==> src/rtl/icu_sequencer.sv <==
// icu_sequencer: two-cycle fetch/execute sequencer that feeds an ICU from a
// synchronous program ROM. It keeps a program counter and a small
// return-address stack, and it has a HALT state that is left on a resume pulse.
//
//   state    | meaning
//   ---------+------------------------------------------------------------
//   ST_FETCH | prog_addr = pc; the ROM word is read; advance when run is high
//   ST_EXEC  | ROM word is issued (instr_valid); ICU strobes select next pc
//   ST_HALT  | issue stopped, pc held; resume returns to ST_FETCH
module icu_sequencer #(
   parameter int ADDR_WIDTH  = 12,
   parameter int STACK_DEPTH = 4
) (
   input  logic                  clk,
   input  logic                  reset,
   input  logic                  run,
   input  logic                  resume,
   output logic [ADDR_WIDTH-1:0] prog_addr,
   input  logic [ADDR_WIDTH+3:0] prog_data,
   output logic                  instr_valid,
   output logic [3:0]            instr,
   output logic [ADDR_WIDTH-1:0] operand,
   input  logic                  icu_jmp,
   input  logic                  icu_rtn,
   input  logic                  icu_flag_o,
   input  logic                  icu_flag_f,
   output logic                  user_flag,
   output logic                  halted,
   output logic                  stk_ovf,
   output logic                  stk_unf
);

   localparam int SP_W = $clog2(STACK_DEPTH);
   localparam logic [SP_W:0]       DEPTH_FULL = (SP_W+1)'(STACK_DEPTH);
   localparam logic [SP_W:0]       DEPTH_ONE  = (SP_W+1)'(1);
   localparam logic [ADDR_WIDTH-1:0] PC_ONE   = ADDR_WIDTH'(1);

   typedef enum logic [1:0] {
      ST_FETCH = 2'd0,
      ST_EXEC  = 2'd1,
      ST_HALT  = 2'd2
   } state_t;

   state_t                state;
   logic [ADDR_WIDTH-1:0] pc;
   logic [ADDR_WIDTH-1:0] stack_mem [STACK_DEPTH];
   logic [SP_W:0]         depth;
   logic [3:0]            instr_q;
   logic [ADDR_WIDTH-1:0] operand_q;

   logic [3:0]            rom_op;
   logic [ADDR_WIDTH-1:0] rom_opnd;
   logic [ADDR_WIDTH-1:0] pc_inc;
   logic                  stk_full;
   logic                  stk_empty;
   logic [SP_W-1:0]       push_idx;
   logic [SP_W-1:0]       top_idx;
   logic                  in_exec;

   // ROM word split, wrapped pc increment and stack pointers
   always_comb begin
      rom_op    = prog_data[ADDR_WIDTH+3:ADDR_WIDTH];
      rom_opnd  = prog_data[ADDR_WIDTH-1:0];
      pc_inc    = pc + PC_ONE;
      stk_full  = (depth == DEPTH_FULL);
      stk_empty = (depth == '0);
      // Power-of-two depth: the low bits of depth address the next free slot,
      // and low bits minus one address the top entry (also correct when full).
      push_idx  = depth[SP_W-1:0];
      top_idx   = depth[SP_W-1:0] - SP_W'(1);
      in_exec   = (state == ST_EXEC);
   end

   // Issue outputs: the ROM word is presented live in EXEC so the ICU can
   // answer within the same cycle; otherwise the last issued word is held.
   always_comb begin
      prog_addr   = pc;
      instr_valid = in_exec;
      halted      = (state == ST_HALT);
      instr       = in_exec ? rom_op   : instr_q;
      operand     = in_exec ? rom_opnd : operand_q;
   end

   // Sequencer FSM: state, pc, return stack, sticky errors and user flag
   always_ff @(posedge clk or posedge reset) begin
      if (reset) begin
         state     <= ST_FETCH;
         pc        <= '0;
         depth     <= '0;
         instr_q   <= '0;
         operand_q <= '0;
         user_flag <= 1'b0;
         stk_ovf   <= 1'b0;
         stk_unf   <= 1'b0;
         for (int i = 0; i < STACK_DEPTH; i++) begin
            stack_mem[i] <= '0;
         end
      end else begin
         user_flag <= 1'b0;
         case (state)
            ST_FETCH: begin
               if (run) begin
                  state <= ST_EXEC;
               end
            end
            ST_EXEC: begin
               instr_q   <= rom_op;
               operand_q <= rom_opnd;
               user_flag <= icu_flag_o;
               if (icu_jmp) begin
                  // Jump is always taken; a push into a full stack is dropped.
                  pc <= rom_opnd;
                  if (stk_full) begin
                     stk_ovf <= 1'b1;
                  end else begin
                     stack_mem[push_idx] <= pc_inc;
                     depth               <= depth + DEPTH_ONE;
                  end
               end else if (icu_rtn) begin
                  // Return from an empty stack degrades to a sequential step.
                  if (stk_empty) begin
                     pc      <= pc_inc;
                     stk_unf <= 1'b1;
                  end else begin
                     pc    <= stack_mem[top_idx];
                     depth <= depth - DEPTH_ONE;
                  end
               end else begin
                  pc <= pc_inc;
               end
               state <= icu_flag_f ? ST_HALT : ST_FETCH;
            end
            ST_HALT: begin
               if (resume) begin
                  state <= ST_FETCH;
               end
            end
            default: state <= ST_FETCH;
         endcase
      end
   end

endmodule

==> config.mk <==
export PLATFORM = sky130hd
export DESIGN_NAME = icu_sequencer
export DESIGN_NICKNAME = d
export VERILOG_FILES = /design/src/rtl/icu_sequencer.sv
export SDC_FILE = /design/constraint.sdc
export NUM_CORES = 1
export LEC_CHECK = 0
export CORE_AREA = 2 2 70 138
export DETAILED_ROUTE_END_ITERATION = 8
export DIE_AREA = 0 0 72 140
export PLACE_DENSITY = 0.7
export SKIP_LAST_GASP = 1
export SLEW_MARGIN = 0
export SYNTH_ARGS = -nofsm -noshare
export SYNTH_HDL_FRONTEND = slang
export SYNTH_SLANG_ARGS = --single-unit
==> constraint.sdc <==
create_clock -name clk -period 3.56 [get_ports clk]
set_input_delay 0.534 -clock clk [delete_from_list [all_inputs] [get_ports clk]]
set_output_delay 0.534 -clock clk [all_outputs]
set_load 0.01 [all_outputs]
==> results of run 1 <==
per-stage QoR:
step,util (%),hold WS (ns),instances,cell area [sq um],worst slack (ns)
after global routing,54.7,0.488,544,4930,0.518
after global placement,51.1,0.447,528,4600,1.08
final,54.7,0.471,544,4930,0.661
after detailed placement,51.1,0.461,528,4600,1.04
after CTS,54.7,0.476,544,4930,0.661
after floorplan,-,0.439,382,3930,0.861
synth_stat cells, types with 2 or more instances:
cell type	n
a31oi_1	2
inv_1	11
nand2b_1	2
a21oi_1	17
mux4_2	6
nor2_1	19
ha_1	5
mux4_1	6
and3_1	7
nand4_1	3
a211o_1	2
a221oi_1	3
mux2i_1	3
nor3_1	11
dfrtp_1	84
o31ai_1	4
o21a_1	3
o21ai_0	41
nand3_1	5
buf_2	10
clkbuf_1	11
mux2_2	4
xnor2_1	7
o21ai_1	2
nand2_1	91
final cells by class:
type                       count  share of cell area [%]
tap                          102                    2.59
inverter                      11                   0.863
timing repair buffer          67                    13.3
multi-input combinational    264                    34.0
clock inverter                 5                    1.73
sequential                    84                    42.6
clock buffer                  11                    4.92
power by group:
part	internal, W	leakage, nW	switching [W]	total [W]
Sequential	0.00136	1.05	0.000274	0.00163
Combinational	0.000882	1.02	0.000858	0.00174
Clock	0.000636	0.156	0.000371	0.00101
Total	0.00287	2.22	0.00150	0.00438
flip-flops by register name, indices dropped and copies added (netlist names):
name,cells
stack_mem,48
operand_q,12
prog_addr,12
instr_q,4
depth,3
state,2
stk_ovf,1
stk_unf,1
user_flag,1
routing by layer:
metal | vias to the layer above | GRT usage (%) | share of wire [%]
met2 | 74 | 35.0 | 56
met4 | 0 | 9.63 | 2.8
met3 | 20 | 3.96 | 3.5
li1 | 1439 | - | -
met1 | 1520 | 20.9 | 38
met5 | - | 0 | 0
path summary, 6_finish.rpt:
check                      slack (ns)  cells past startpoint            end          from
hold reg to reg                  0.47                      2   operand_q[0]  operand_q[0]
hold / removal                   0.47                      2   operand_q[0]  operand_q[0]
max in group asynchronous        2.28                      3   prog_addr[9]         reset
setup reg to reg                 1.15                      6  stack_mem[37]      state[1]
min in group asynchronous        0.62                      2  stack_mem[15]         reset
setup / recovery                 0.66                      5     operand[7]      state[1]
worst max-delay path, delay by kind of cell (launching register included):
| family | cells | cell delay (ns) |
|---|---|---|
| buffers and inverters | 2 | 1.19 |
| DFF | 1 | 0.40 |
| and+or+nand+nor | 3 | 0.42 |
cell families after synthesis:
kind of cell | Yosys count
xor+xnor | 8
compound gates | 82
simple gates | 148
flops | 84
mux | 20
fa+ha+maj | 6
buf+inv | 34
==> out/results.tsv, run 1 <==
metric	value	unit
outcome	finished clean	
CTS tree	done	
sequential element share of the synthesized area	53.5	%
number of synthesized flops with an enable pin	0	
largest family of logic cells by synthesized area	simple AND/OR/NAND/NOR gates	
Max Cap Violations	0	
Mapped Nets	412	
drt initial violations	188	
die width	72	um
crit-path cells	nand2b_1 -> inv_1 -> nand2_1 -> nand2_1 -> clkdlybuf4s50_1	
Worst setup EP type	primary output	
Peak VDD IR	0.317	mV
ys async rst share	100	%
initial antenna violation count	0	
Seq cells post-synth	84	
Port Buffers	56	
DRT Pass-1 Iters	4	
CTS Sinks	84	
Synth Area in Compound Gates	12.2	%
number of setup violations in the final report	0	
Placer Congestion	0.843	
Root Buffer	clkbuf_16	
DR vias	3053	
cell mode on critical path	nand2_1	
CP Class	register to primary output	
fill count	784	
chip height	140	um
clk buf depth	2	
minimum clock period	2.90	ns
setup TNS	0	ns
Clock Latency Late Sink	0.34	ns
critical path launch point type	register	
largest net degree at the start of global routing	46	
CTS H-Tree Depth	3	
routed wire length	9180	um
I/O pins	57	
CP arrival	2.37	ns
Setup Fix Bufs, Post-CTS	0	
synth warn	0	
commonest non-fill, non-tap cell in the layout	nand2_1	
# DRC	0	
Relative slew margins	40.8	%
CP max stage cell	inv_1	
Antenna Nets Post-Route	0	
Post-synth top flop	dfrtp_1	
Post-Synth Simple-Gate Area	16.9	%
Synth area leader	dfrtp_1	
die area	10100	sq um
CTS Buf Count	9	
Max Fanout on Critical Path	31	
Critical Path RT	3.03	ns
XOR/XNOR share of the synthesized area	1.78	%
adder-cell area share of the yosys netlist	2.10	%
Slew Limit Fails	0	
slowest stage delay, CP	0.64	ns
Mean Syn Cell Area	10.3	sq um
Multi-input gate area	1680	sq um
power per standard cell area	888	nW/um^2
Area contributors post-synth	dfrtp_1 (54%), nand2_1 (8.7%), o21ai_0 (5.2%)	
Initial Util	43.6	%
# diodes	0	
share of the synthesized area in the top cell type	53.5	%
FMAX	0.345	GHz
Gates resized, CTS repair	0	
drt wl/cell	16.9	um
# rows	49	
first-pass GRT wire length	15200	um
Final Skew	0.00820	ns
# hold bufs at CTS	0	
CTS clk-pin slew, worst paths	0.06	ns
area delta synth->final	25.6	%
P_leak	2.22	nW
most frequent cells in the layout	nand2_1 (91), dfrtp_1 (84), clkdlybuf4s50_1 (56)	
vias in the first global route	3127	
register area	2100	sq um
RSZ-0062 raised after global routing	false	
layout cells sized above 1	9.73	%
post-synthesis mux area share	9.75	%
NumNets Final	467	
final worst path period share	81.4	%
synthesized area	3930	sq um
core area	9010	sq um
Syn Inst Count	382	
via density per instance	5.61	
grt total ovfl	0	
final hold vios	0	
Hold Crit Class	register to register	
HPWL after DPL	6680	um
Synth cell types	48	
aggregate global-route resource usage	19.4	%
Worst-Margin Slew	0.887	ns
Power Total	0.00438	W
No activity file was read; power rests on OpenSTA's default activity.
==> inputs of run 2 (changes only) <==
--- a/config.mk
+++ b/config.mk
@@ -8,7 +8,7 @@
 export CORE_AREA = 2 2 70 138
 export DETAILED_ROUTE_END_ITERATION = 8
 export DIE_AREA = 0 0 72 140
-export PLACE_DENSITY = 0.7
+export PLACE_DENSITY = 0.73
 export SKIP_LAST_GASP = 1
 export SLEW_MARGIN = 0
 export SYNTH_ARGS = -nofsm -noshare
==> constraint.sdc (replaced) <==
create_clock -name clk -period 2.6 [get_ports clk]
set_input_delay 0.39 -clock clk [delete_from_list [all_inputs] [get_ports clk]]
set_output_delay 0.39 -clock clk [all_outputs]
set_load 0.01 [all_outputs]
==> run 2 against run 1 <==
Sequential power grew 36%. Non-clock buffer count up 6. Combinational power rose by 41%. Via count about the same. Cell count grew 1.1%. Sequential share of layout area shrank 0.17 points. Power is 36% higher. Clock power increased by 27%. Register-to-register slack lost 0.75 ns. Worst hold slack worse by 0.024 ns. Critical path type unchanged.
==> out/results.tsv, run 2 (synthesized netlist as in run 1, its figures left out) <==
metric	value	unit	change
I/O pins	57		unchanged
CTS tree	done		unchanged
HPWL after DPL	6930	um	was 6680 um
Multi-input gate area	1680	sq um	unchanged
cell count along the critical path	6		was 5
CTS Sinks	84		unchanged
WP buf/inv	3		was 2
via density per instance	5.55		was 5.61
routed wire length	9300	um	was 9180 um
Max Cap Violations	0		unchanged
Slew Limit Fails	0		unchanged
Placer Congestion	0.831		was 0.843
Reg2Reg Depth	5		was 6
CP Class	register to primary output		unchanged
P_leak	2.24	nW	was 2.22 nW
core area	9010	sq um	unchanged
vias in the first global route	3127		unchanged
area delta synth->final	26.1	%	was 25.6%
minimum clock period	2.42	ns	
Power Total	0.00596	W	was 0.00438 W
Largest register FFs	48		unchanged
chip height	140	um	unchanged
number of setup violations in the final report	0		unchanged
Root Buffer	clkbuf_16		unchanged
CP max stage cell	clkdlybuf4s50_1		was inv_1
cell mode on critical path	nand2_1		unchanged
first-pass GRT wire length	15400	um	was 15,200 um
grt total ovfl	0		unchanged
layout cells sized above 1	11.2	%	was 9.73%
slowest stage delay, CP	0.55	ns	was 0.64 ns
aggregate global-route resource usage	19.8	%	was 19.4%
setup TNS	0	ns	unchanged
placed insts	534		was 528
Relative slew margins	54.4	%	was 40.8%
# rows	49		unchanged
drt initial violations	183		was 188
RSZ-0062 raised after global routing	false		unchanged
Final Skew	0.00463	ns	was 0.00820 ns
Port Buffers	56		unchanged
Worst setup EP type	primary output		unchanged
FMAX	0.413	GHz	
Critical Path RT	2.21	ns	was 3.03 ns
# DRC	0		unchanged
commonest non-fill, non-tap cell in the layout	nand2_1		unchanged
CTS Buf Count	9		unchanged
outcome	finished clean		unchanged
DR vias	3054		was 3,053
Hold Crit Class	primary input to asynchronous set/reset pin		was register to register
CTS H-Tree Depth	3		unchanged
critical path launch point type	register		unchanged
power per standard cell area	1200	nW/um^2	was 888 nW/um^2
Initial Util	43.6	%	unchanged
initial antenna violation count	0		unchanged
crit-path cells	nand2b_1 -> inv_2 -> buf_12 -> nand2_1 -> nand2_1 -> clkdlybuf4s50_1		was nand2b_1 -> inv_1 -> nand2_1 -> nand2_1 -> clkdlybuf4s50_1
CP top delay family	buffers and inverters		unchanged
clk buf depth	2		unchanged
# diodes	0		unchanged
Worst-Margin Slew	0.683	ns	was 0.887 ns
Biggest register	stack_mem		unchanged
fill count	791		was 784
die area	10100	sq um	unchanged
die width	72	um	unchanged
DRT Pass-1 Iters	4		unchanged
largest net degree at the start of global routing	39		was 46
# hold bufs at CTS	0		unchanged
final worst path period share	93.2	%	
drt wl/cell	16.9	um	about the same
most frequent cells in the layout	nand2_1 (91), dfrtp_1 (84), clkdlybuf4s50_1 (56)		unchanged
Max Fanout on Critical Path	29		was 31
Clock Latency Late Sink	0.34	ns	about the same
Antenna Nets Post-Route	0		unchanged
CP arrival	2.03	ns	was 2.37 ns
final hold vios	0		unchanged
register area	2100	sq um	unchanged
CTS clk-pin slew, worst paths	0.06	ns	about the same
non-filler instance count after layout	550		was 544
Peak VDD IR	0.482	mV	was 0.317 mV
NumNets Final	473		was 467
-- run 2: what timing repair did --
item | CTS | global route
buffers inserted | 0 | 0
endpoints found under the hold margin | 0 | 0
resized for setup | 0 | 1
endpoints found under the setup margin | 0 | 16
-- run 2: cell type report --
cell class	instances	share of cell area, %
Inverter	11	0.859
Multi-Input combinational cell	264	33.8
Clock inverter	5	1.21
Timing Repair Buffer	73	14.2
Clock buffer	11	4.90
Sequential cell	84	42.5
Tap cell	102	2.58
-- run 2: layer usage --
| metal | GRT usage (%) | wire, um |
|---|---|---|
| met5 | 0 | 0 |
| met4 | 11.3 | 271 |
| met3 | 2.30 | 318 |
| met2 | 34.9 | 5210 |
| met1 | 22.4 | 3500 |
-- run 2: metrics by stage --
step,utilization (%),instance area [sq um],setup slack (ns),hold slack [ns]
after floorplan,-,3930,0.0449,0.439
after global placement,51.6,4650,0.416,0.453
after detailed placement,51.6,4650,0.364,0.464
after CTS,54.9,4950,0.0533,0.469
after global routing,54.9,4950,0.0594,0.495
final,54.9,4950,0.178,0.447
-- run 2: report_power, final --
group          internal (W)  switching, W
combinational       0.00125       0.00120
sequential          0.00186      0.000366
clock              0.000775      0.000508
total               0.00388       0.00208
-- run 2: worst paths after layout --
check                                end       start  slack (ns)
max in group asynchronous  stack_mem[22]       reset        1.44
setup / recovery                instr[2]    state[1]        0.18
hold reg to reg               instr_q[1]  instr_q[1]        0.47
setup reg to reg            prog_addr[8]    depth[1]        0.40
hold / removal                  state[0]       reset        0.45
min in group clk              instr_q[1]  instr_q[1]        0.47
==> inputs of run 3 (changes only) <==
--- a/config.mk
+++ b/config.mk
@@ -5,6 +5,7 @@
 export SDC_FILE = /design/constraint.sdc
 export NUM_CORES = 1
 export LEC_CHECK = 0
+export ABC_CLOCK_PERIOD_IN_PS = 2600
 export CORE_AREA = 2 2 70 138
 export DETAILED_ROUTE_END_ITERATION = 8
 export DIE_AREA = 0 0 72 140
==> results of run 3 <==
The final DEF is identical to that of run 2; final timing and power are the same.
